File: src/rtl/mux_rr_arbiter_8.sv
// ============================================================================
// Module   : mux_rr_arbiter_8
// Brief    : Round-robin packet arbiter; locks one of eight requesters onto a
//            shared 8:1 data mux and forwards beats through a registered stage.
// Revision : 1.0
// ============================================================================
`default_nettype none

module mux_rr_arbiter_8 #(
    parameter int WIDTH = 32
) (
    input  logic             clk,
    input  logic             rst_n,
    input  logic [WIDTH-1:0] in0,
    input  logic [WIDTH-1:0] in1,
    input  logic [WIDTH-1:0] in2,
    input  logic [WIDTH-1:0] in3,
    input  logic [WIDTH-1:0] in4,
    input  logic [WIDTH-1:0] in5,
    input  logic [WIDTH-1:0] in6,
    input  logic [WIDTH-1:0] in7,
    input  logic [7:0]       in_valid,
    input  logic [7:0]       in_last,
    output logic [7:0]       in_ready,
    output logic [WIDTH-1:0] out_data,
    output logic             out_valid,
    output logic             out_last,
    output logic [2:0]       out_src,
    input  logic             out_ready,
    output logic             busy,
    output logic [2:0]       grant
);

    localparam logic [0:0] S_IDLE = 1'b0;
    localparam logic [0:0] S_BUSY = 1'b1;

    logic [0:0]       r_state;
    logic [2:0]       r_grant;
    logic [2:0]       r_ptr;
    logic [WIDTH-1:0] r_out_data;
    logic             r_out_valid;
    logic             r_out_last;
    logic [2:0]       r_out_src;

    logic             w_busy;
    logic             w_slot_free;
    logic             w_accept;
    logic [2:0]       w_pick;
    logic [WIDTH-1:0] w_sel_data;

    assign w_busy      = (r_state == S_BUSY);
    assign w_slot_free = !r_out_valid || out_ready;
    assign w_accept    = w_busy && in_valid[r_grant] && w_slot_free;

    always_comb begin
        w_sel_data = in0;
        case (r_grant)
            3'd0:    w_sel_data = in0;
            3'd1:    w_sel_data = in1;
            3'd2:    w_sel_data = in2;
            3'd3:    w_sel_data = in3;
            3'd4:    w_sel_data = in4;
            3'd5:    w_sel_data = in5;
            3'd6:    w_sel_data = in6;
            default: w_sel_data = in7;
        endcase
    end

    // Scan from farthest to nearest so the nearest requester at or after ptr wins.
    always_comb begin
        w_pick = r_ptr;
        for (int k = 7; k >= 0; k--) begin
            if (in_valid[r_ptr + 3'(k)]) begin
                w_pick = r_ptr + 3'(k);
            end
        end
    end

    always_comb begin
        in_ready = '0;
        if (w_busy && w_slot_free) begin
            in_ready[r_grant] = 1'b1;
        end
    end

    always_ff @(posedge clk) begin
        if (!rst_n) begin
            r_state     <= S_IDLE;
            r_grant     <= 3'd0;
            r_ptr       <= 3'd0;
            r_out_data  <= '0;
            r_out_valid <= 1'b0;
            r_out_last  <= 1'b0;
            r_out_src   <= 3'd0;
        end else begin
            case (r_state)
                S_IDLE: begin
                    if (|in_valid) begin
                        r_grant <= w_pick;
                        r_state <= S_BUSY;
                    end
                end
                default: begin
                    if (w_accept && in_last[r_grant]) begin
                        r_state <= S_IDLE;
                        r_ptr   <= r_grant + 3'd1;
                    end
                end
            endcase

            // Output slot reloads in the same cycle it drains to keep full rate.
            if (w_accept) begin
                r_out_data  <= w_sel_data;
                r_out_last  <= in_last[r_grant];
                r_out_src   <= r_grant;
                r_out_valid <= 1'b1;
            end else if (r_out_valid && out_ready) begin
                r_out_valid <= 1'b0;
            end
        end
    end

    assign out_data  = r_out_data;
    assign out_valid = r_out_valid;
    assign out_last  = r_out_last;
    assign out_src   = r_out_src;
    assign busy      = w_busy;
    assign grant     = r_grant;

endmodule

`default_nettype wire

File: config.mk
export PLATFORM = sky130hd
export DESIGN_NAME = mux_rr_arbiter_8
export DESIGN_NICKNAME = d
export VERILOG_FILES = /design/src/rtl/mux_rr_arbiter_8.sv
export SDC_FILE = /design/constraint.sdc
export NUM_CORES = 1
export LEC_CHECK = 0
export CORE_AREA = 2 2 127 129
export DETAILED_ROUTE_END_ITERATION = 8
export DIE_AREA = 0 0 129 131
export PLACE_DENSITY = 0.69
export SYNTH_ARGS = -nofsm -noshare
export SYNTH_HDL_FRONTEND = slang
export SYNTH_SLANG_ARGS = --single-unit
File: constraint.sdc
create_clock -name clk -period 8.6 [get_ports clk]
set_clock_uncertainty 0.15 [all_clocks]
set_input_delay 2.58 -clock clk [delete_from_list [all_inputs] [get_ports clk]]
set_output_delay 2.58 -clock clk [all_outputs]
set_load 0.01 [all_outputs]
== Word level (Yosys, flattened, before mapping) ==
Index checks and enable logic that the tools add are counted.

* Output and inout port bits: 49
* Logic and storage cells: 82
* Bits in registers: 44
* Bits of input ports: 275

* Magnitude comparators: 10
* Add/subtract/negate cells: 8
* Multiplexer cells: 37
* Equal/unequal tests: 6
* Bitwise gates (word level): 1
* Reductions and logical operators: 13

{| class="wikitable"
|+ Operator list
! kind !! count
|-
| $pmux 32 s7 || 1
|-
| $lt 3x4->1 const B || 9
|-
| $bmux 1 s3 || 10
|-
| $mux 3 || 8
|-
| $mux 1 || 16
|-
| $add 3x3->3 const B || 4
|-
| $eq 3x3->1 const B || 3
|-
| $mux 8 || 1
|-
| $reduce_or 8->1 || 1
|-
| $add 3x1->3 const B || 2
|-
| $add 3x2->3 const B || 2
|-
| $eq 3x2->1 const B || 2
|-
| $logic_and 1x1->1 || 6
|-
| $reduce_and 2->1 || 2
|-
| $demux 1 s3 || 1
|-
| $eq 3x1->1 const B || 1
|-
| $ge 3x1->1 const B || 1
|-
| $logic_not 3->1 || 1
|-
| $reduce_bool 2->1 || 1
|-
| $logic_not 1->1 || 1
|-
| $logic_or 1x1->1 || 1
|-
| $not 1->1 || 1
|}

== Logic depth before layout (Yosys ltp) ==
Gate-level depths: netlist of run 1.

* Word-level depth: 11
* Depth in mapped cells: 11
* Gate-level depth less buffers: 8

== Least setup slack after synthesis of run 1 ==
No wires, ideal clock.

* Path kind: input to output
* From: in out_ready
* To: out in_ready[0]
* Required time: 5.870 ns
* Arrival: 3.180 ns
* Cell stages on the path: 3
* Path buffers: 0
* Path slack: 2.690 ns
* Cell sequence: nand2b_1 -> nand3_1 -> nor3_1

* Longest elaborated chain between the ends: 3

{| class="wikitable"
|+ Ends and longest elaborated chain
! element !! RTL line !! text
|-
| start: declaration || 29 || <nowiki>input logic out_ready,</nowiki>
|-
| $logic_or 1x1->1 || 52 || <nowiki>assign w_slot_free = !r_out_valid || out_ready;</nowiki>
|-
| $logic_and 1x1->1 || 81 || <nowiki>if (w_busy && w_slot_free) begin</nowiki>
|-
| $mux 8 || 81 ||
|-
| end: declaration || 24 || <nowiki>output logic [7:0] in_ready,</nowiki>
|}

Every way passes these cells.

== Worst setup path after layout of run 1 ==
Same ends and word-level chain as after synthesis.

==> impl_metrics.py, run 1 <==
metrics = {
    "route": {
        "drt-total-wl_mm": 21.7,
        "drt-initial-drc-count": 523,
        "ant_nets": 0,
        "via_per_inst": 5.80,
        "drt-pass1-iter-count": 9,
        "avgRoutedWirePerCell_um": 23.0,
        "drc": 0,
        "vias": 5488,
    },
    "setup_path": {
        "critPathCapture": "in_ready[0]",
        "crit_fanout": 5,
        "worstPathRequired_ps": 5870,
        "reg2reg_depth": 8,
        "rrSetupSlack_ps": 5000,
        "cp-end-kind": "output pin",
        "critPathArrivalTime_ps": 4200,
        "r2r_end": "out_data[7]$_SDFFE_PN0N_",
        "timing.rr.start": "grant[2]$_SDFFE_PN0P_",
        "crit_start": "out_ready",
        "crit_type": "primary input to output pin",
        "critPathLaunchType": "primary input",
    },
    "clock_network": {
        "cts_tree": "done",
        "clockBufferDepth": 2,
        "cts_resized": 0,
        "cts_max_level": 2,
        "cts_root_buf": "clkbuf_16",
        "postCtsSetupBuffers": 0,
        "clkLatencyLatePin_ps": 290,
        "path_clk_slew_ps": 60,
        "postCtsHoldBufs": 0,
        "cts_made_buffers": 5,
        "numClockSinks": 44,
    },
    "power_and_ir_drop": {
        "p_int_mw": 0.752,
        "swShare_pct": 39.7,
        "power.leakage_nw": 2.67,
        "seqPwrFrac_pct": 21.8,
        "p_comb_share_pct": 60.5,
        "pwr-share-clk_pct": 17.7,
        "finalPower_mw": 1.25,
        "power.density_nw_per_um2": 162,
        "power.switching_mw": 0.495,
        "peakVddDrop_uv": 116,
    },
    "global_routing": {
        "grt_use_total_pct": 23.3,
        "overflow": 0,
        "grt_first_pass_wirelength_mm": 29.8,
        "antenna_found_initial": 0,
        "grt_pass1_vias": 5099,
        "grt_max_degree": 67,
    },
    "final_layout": {
        "final_common_cell": "clkdlybuf4s50_1",
        "area_delta_synth_final_pct": 82.0,
        "num_antenna_cells": 0,
        "mostFrequentLayoutCells": "323 x clkdlybuf4s50_1, 61 x a222oi_1, 47 x nor2_1",
        "num-nets-final": 1011,
        "drive_above_1_share_pct": 11.9,
    },
    "timing": {
        "setup_ws_ps": 1670,
        "fmaxAchievable_mhz": 144,
        "period_needed_ps": 6930,
        "maxSlewHeadroom_pct": 15.3,
        "min_period_over_period_pct": 80.5,
        "finalMaxSlewViolations": 0,
        "tns_ps": 0,
        "hold_slack_ps": 359,
        "hold_viol": 0,
        "setup_viol": 0,
        "rsz0062_at_grt": "false",
        "tightest_slew_ps": 1260,
    },
    "outcome": {
        "status": "completed",
    },
    "die": {
        "dieHeight_um": 131,
        "fp-row-count": 46,
        "die_w_um": 129,
        "start_util_pct": 27.1,
        "dieArea_um2": 16900,
        "core_area_um2": 15600,
        "ios": 324,
    },
    "synth": {
        "syn_nets": 730,
        "async_flop_share_pct": 0,
        "syn_area_um2": 4220,
        "synth.avg_cell_area_um2": 9.42,
        "seq_area_frac_synth_pct": 20.9,
        "synth-main-ff-cell": "dfxtp_1",
        "synth_edf_count": 0,
        "synth_cell_types": 57,
        "synthCells": 448,
        "synth_warnings": 0,
        "ys_seq_elements": 44,
    },
    "placed_design": {
        "place_congestion": 0.825,
        "pre_cts_slack_ps": 1710,
        "dp_hpwl_mm": 16.3,
        "numPortBuffers": 323,
    },
    "worst_hold_path": {
        "hold_class": "flop to flop",
    },
    "flow_run": {
        "maxCapViolations": 0,
    },
}
## cells in the mapped netlist (all sizes together) (4+ instances only)
master | number | share of area (%)
a211oi | 5 | 1.1
a21o | 28 | 5.0
a21oi | 13 | 1.6
a221oi | 31 | 6.6
a222oi | 61 | 14
a311oi | 30 | 10
and3 | 4 | 0.71
buf | 17 | 3.1
clkbuf | 40 | 3.6
dfxtp | 44 | 21
ha | 7 | 2.1
inv | 12 | 1.1
mux2 | 17 | 4.6
mux2i | 6 | 1.7
mux4 | 15 | 8.3
nand2 | 16 | 1.4
nand3 | 6 | 0.71
nor2 | 47 | 4.2
o21ai | 7 | 0.92
## final cells by class
class	count	area, µm²
Fill cell	1452	7920
Clock inverter	2	35.0
Sequential cell	44	881
Multi-Input combinational cell	335	3030
Clock buffer	6	129
Inverter	12	45.0
Tap cell	216	270
Timing Repair Buffer	331	3290
## stage by stage
stage	std cells	utilization (%)	instance area, µm²
2_1_floorplan	448	-	4220
3_3_place_gp	938	48.2	7520
3_5_place_dp	938	48.2	7520
4_1_cts	946	49.2	7680
5_1_grt	946	49.2	7680
6_report	946	49.2	7680
## power groups by stage
stage	Sequential [mW]	Clock [mW]	Combinational [mW]
floorplan	0.273	0	0.439
detailed placement	0.277	0	0.753
global placement	0.275	0	0.738
CTS	0.272	0.225	0.757
finish	0.272	0.221	0.755
global route	0.277	0.235	0.802
## routing by layer
metal / GRT usage [%] / part of all wire, %
met5: 0 / 0
met1: 29.1 / 40
met4: 7.35 / 2.7
met2: 39.9 / 49
met3: 5.25 / 8.9
## flip-flops by register name, summed over array words and instances (netlist names)
register / cells
out_data: 32
grant: 3
out_src: 3
r_ptr: 3
busy: 1
out_last: 1
out_valid: 1
## kinds of logic (layout without fill, tap and decap cells)
kind of cell | Yosys count | in the layout | synth area share (%)
buf+inv | 69 | 351 | 7.74
compound gates | 198 | 198 | 44.6
simple gates | 88 | 88 | 9.25
fa+ha+maj | 7 | 7 | 2.07
xor+xnor | 4 | 4 | 0.830
flops | 44 | 44 | 20.9
mux | 38 | 38 | 14.6
## critical path, cell delays in order
cell,delay (ps)
clkdlybuf4s50_1,440
nand2b_1,200
nand3_1,210
nor3_1,190
clkdlybuf4s50_1,570
## how the worst min path moves through the flow
| stage | start | end | slack (ps) | depth (start not counted) |
|---|---|---|---|---|
| final | out_data[3]$_SDFFE_PN0N_ | out_data[3]$_SDFFE_PN0N_ | 360 | 2 |
| after global placement | out_last$_SDFFE_PN0N_ | out_last$_SDFFE_PN0N_ | 320 | 2 |
| after global routing | out_data[4]$_SDFFE_PN0N_ | out_data[4]$_SDFFE_PN0N_ | 380 | 2 |
| after detailed placement | out_last$_SDFFE_PN0N_ | out_last$_SDFFE_PN0N_ | 350 | 2 |
| after floorplan | out_data[3]$_SDFFE_PN0N_ | out_data[3]$_SDFFE_PN0N_ | 370 | 2 |
| after CTS | out_data[3]$_SDFFE_PN0N_ | out_data[3]$_SDFFE_PN0N_ | 360 | 2 |
Power figures use the tool's default switching activity.
==> inputs of run 2 (changes only) <==
Settings changed: PLACE_DENSITY 0.69 to 0.72.
Clock period 8.6 ns to 5.59 ns, I/O delays scaled along.
==> impl_metrics.py, run 2 (same netlist as run 1, synthesis figures left out) <==
metrics = {
    "route": {
        "routed.top_layer": "met4",
        "drt-initial-drc-count": 653,
        "drt-total-wl_mm": 22.3,
        "wl_met2_mm": 11.1,
        "vias": 5494,
        "drt-pass1-iter-count": 8,
        "ant_nets": 0,
        "drc": 0,
        "avgRoutedWirePerCell_um": 23.6,
        "wl_met1_mm": 8.74,
        "via_per_inst": 5.82,
        "met3_length_mm": 2.06,
    },
    "die": {
        "start_util_pct": 27.1,
        "dieHeight_um": 131,
        "dieArea_um2": 16900,
        "ios": 324,
        "fp-row-count": 46,
        "die_w_um": 129,
        "core_area_um2": 15600,
    },
    "final_layout": {
        "num_antenna_cells": 0,
        "stdcell_area_um2": 7640,
        "drive_above_1_share_pct": 11.7,
        "num-nets-final": 1010,
        "final_common_cell": "clkdlybuf4s50_1",
        "largest_register_ffs": 32,
        "area_delta_synth_final_pct": 81.1,
        "n_fill_cell": 1472,
        "mostFrequentLayoutCells": "323 x clkdlybuf4s50_1, 61 x a222oi_1, 47 x nor2_1",
    },
    "global_routing": {
        "grt_max_degree": 67,
        "grt_use_total_pct": 24.4,
        "antenna_found_initial": 0,
        "overflow": 0,
        "grt_pass1_vias": 5262,
        "grt_first_pass_wirelength_mm": 31.3,
    },
    "power_and_ir_drop": {
        "p_int_mw": 1.11,
        "peakVddDrop_uv": 222,
        "power.density_nw_per_um2": 245,
        "power.leakage_nw": 2.66,
        "seqPwrFrac_pct": 22.6,
        "swShare_pct": 40.6,
        "pwr-share-clk_pct": 15.5,
        "p_comb_share_pct": 61.9,
        "power.switching_mw": 0.760,
    },
    "clock_network": {
        "path_clk_slew_ps": 60,
        "cts_made_buffers": 5,
        "cts_tree": "done",
        "numClockSinks": 44,
        "cts_root_buf": "clkbuf_16",
        "cts_max_level": 2,
        "clkLatencyLatePin_ps": 290,
        "cts_resized": 0,
        "postCtsSetupBuffers": 0,
        "clockBufferDepth": 2,
        "postCtsHoldBufs": 0,
    },
    "timing": {
        "period_needed_ps": 5160,
        "tns_ps": 0,
        "tightest_slew_ps": 1080,
        "setup_viol": 0,
        "finalMaxSlewViolations": 0,
        "hold_viol": 0,
        "rsz0062_at_grt": "false",
        "min_period_over_period_pct": 92.3,
        "fmaxAchievable_mhz": 194,
        "maxSlewHeadroom_pct": 27.7,
    },
    "setup_path": {
        "crit_type": "primary input to output pin",
        "rrSetupSlack_ps": 2060,
        "reg2reg_depth": 8,
        "critPathCapture": "in_ready[0]",
        "crit_start": "out_ready",
        "r2r_end": "grant[0]$_SDFFE_PN0P_",
        "worstPathRequired_ps": 3760,
        "critPathLaunchType": "primary input",
        "critPathArrivalTime_ps": 3340,
        "crit_fanout": 5,
        "timing.rr.start": "r_ptr[1]$_SDFFE_PN0P_",
        "cp-end-kind": "output pin",
    },
    "flow_run": {
        "maxCapViolations": 0,
    },
    "worst_hold_path": {
        "worstHoldStart": "out_last$_SDFFE_PN0N_",
        "hold_class": "flop to flop",
    },
    "placed_design": {
        "numPortBuffers": 323,
        "place_congestion": 0.834,
        "dp_hpwl_mm": 16.8,
        "placed_cell_area_um2": 7510,
    },
    "outcome": {
        "status": "completed",
    },
}
run 2: cell type report:
cell class	count	area [µm²]	share of cell area (%)
clock buffers	6	129	1.69
clock inverters	1	5.00	0.0655
well taps	216	270	3.54
multi-input cells	335	3030	39.6
inverters	12	45.0	0.589
flip-flops and latches	44	881	11.5
repair buffers	330	3290	43.0
run 2: how the worst min path moves through the flow:
stage,endpoint,slack (ps),cells past startpoint
6_report,out_last$_SDFFE_PN0N_,350,2
5_1_grt,out_src[2]$_SDFFE_PN0N_,370,2
4_1_cts,out_last$_SDFFE_PN0N_,350,2
3_5_place_dp,out_last$_SDFFE_PN0N_,330,2
3_3_place_gp,out_src[1]$_SDFFE_PN0N_,330,2
2_1_floorplan,out_data[3]$_SDFFE_PN0N_,370,2
run 2: power by group through the flow:
stage / clock (mW) / combinational [mW] / sequential [mW]
finish: 0.290 / 1.16 / 0.424
global route: 0.309 / 1.24 / 0.431
CTS: 0.300 / 1.16 / 0.424
detailed placement: 0 / 1.15 / 0.430
global placement: 0 / 1.14 / 0.426
floorplan: 0 / 0.675 / 0.419
run 2: through the flow:
stage	hold WS (ps)	util (%)	power, mW	worst slack [ps]	instances
floorplan	368	-	1.09	1490	448
global placement	329	48.1	1.56	512	937
detailed placement	332	48.1	1.59	397	937
CTS	350	49.0	1.89	397	944
global route	373	49.0	1.98	326	944
finish	349	49.0	1.87	428	944
run 2: worst max-delay path, stage by stage:
cell and delay, ps:
clkdlybuf4s50_1 440, nand2b_1 190, nand3_1 240, nor3_1 200, clkdlybuf4s50_1 580
run 2: metal layers:
| layer | vias up | global-route usage [%] |
|---|---|---|
| met2 | 321 | 42.5 |
| met1 | 2667 | 30.2 |
| li1 | 2476 | - |
| met3 | 30 | 6.27 |
| met5 | - | 0 |
| met4 | 0 | 6.46 |
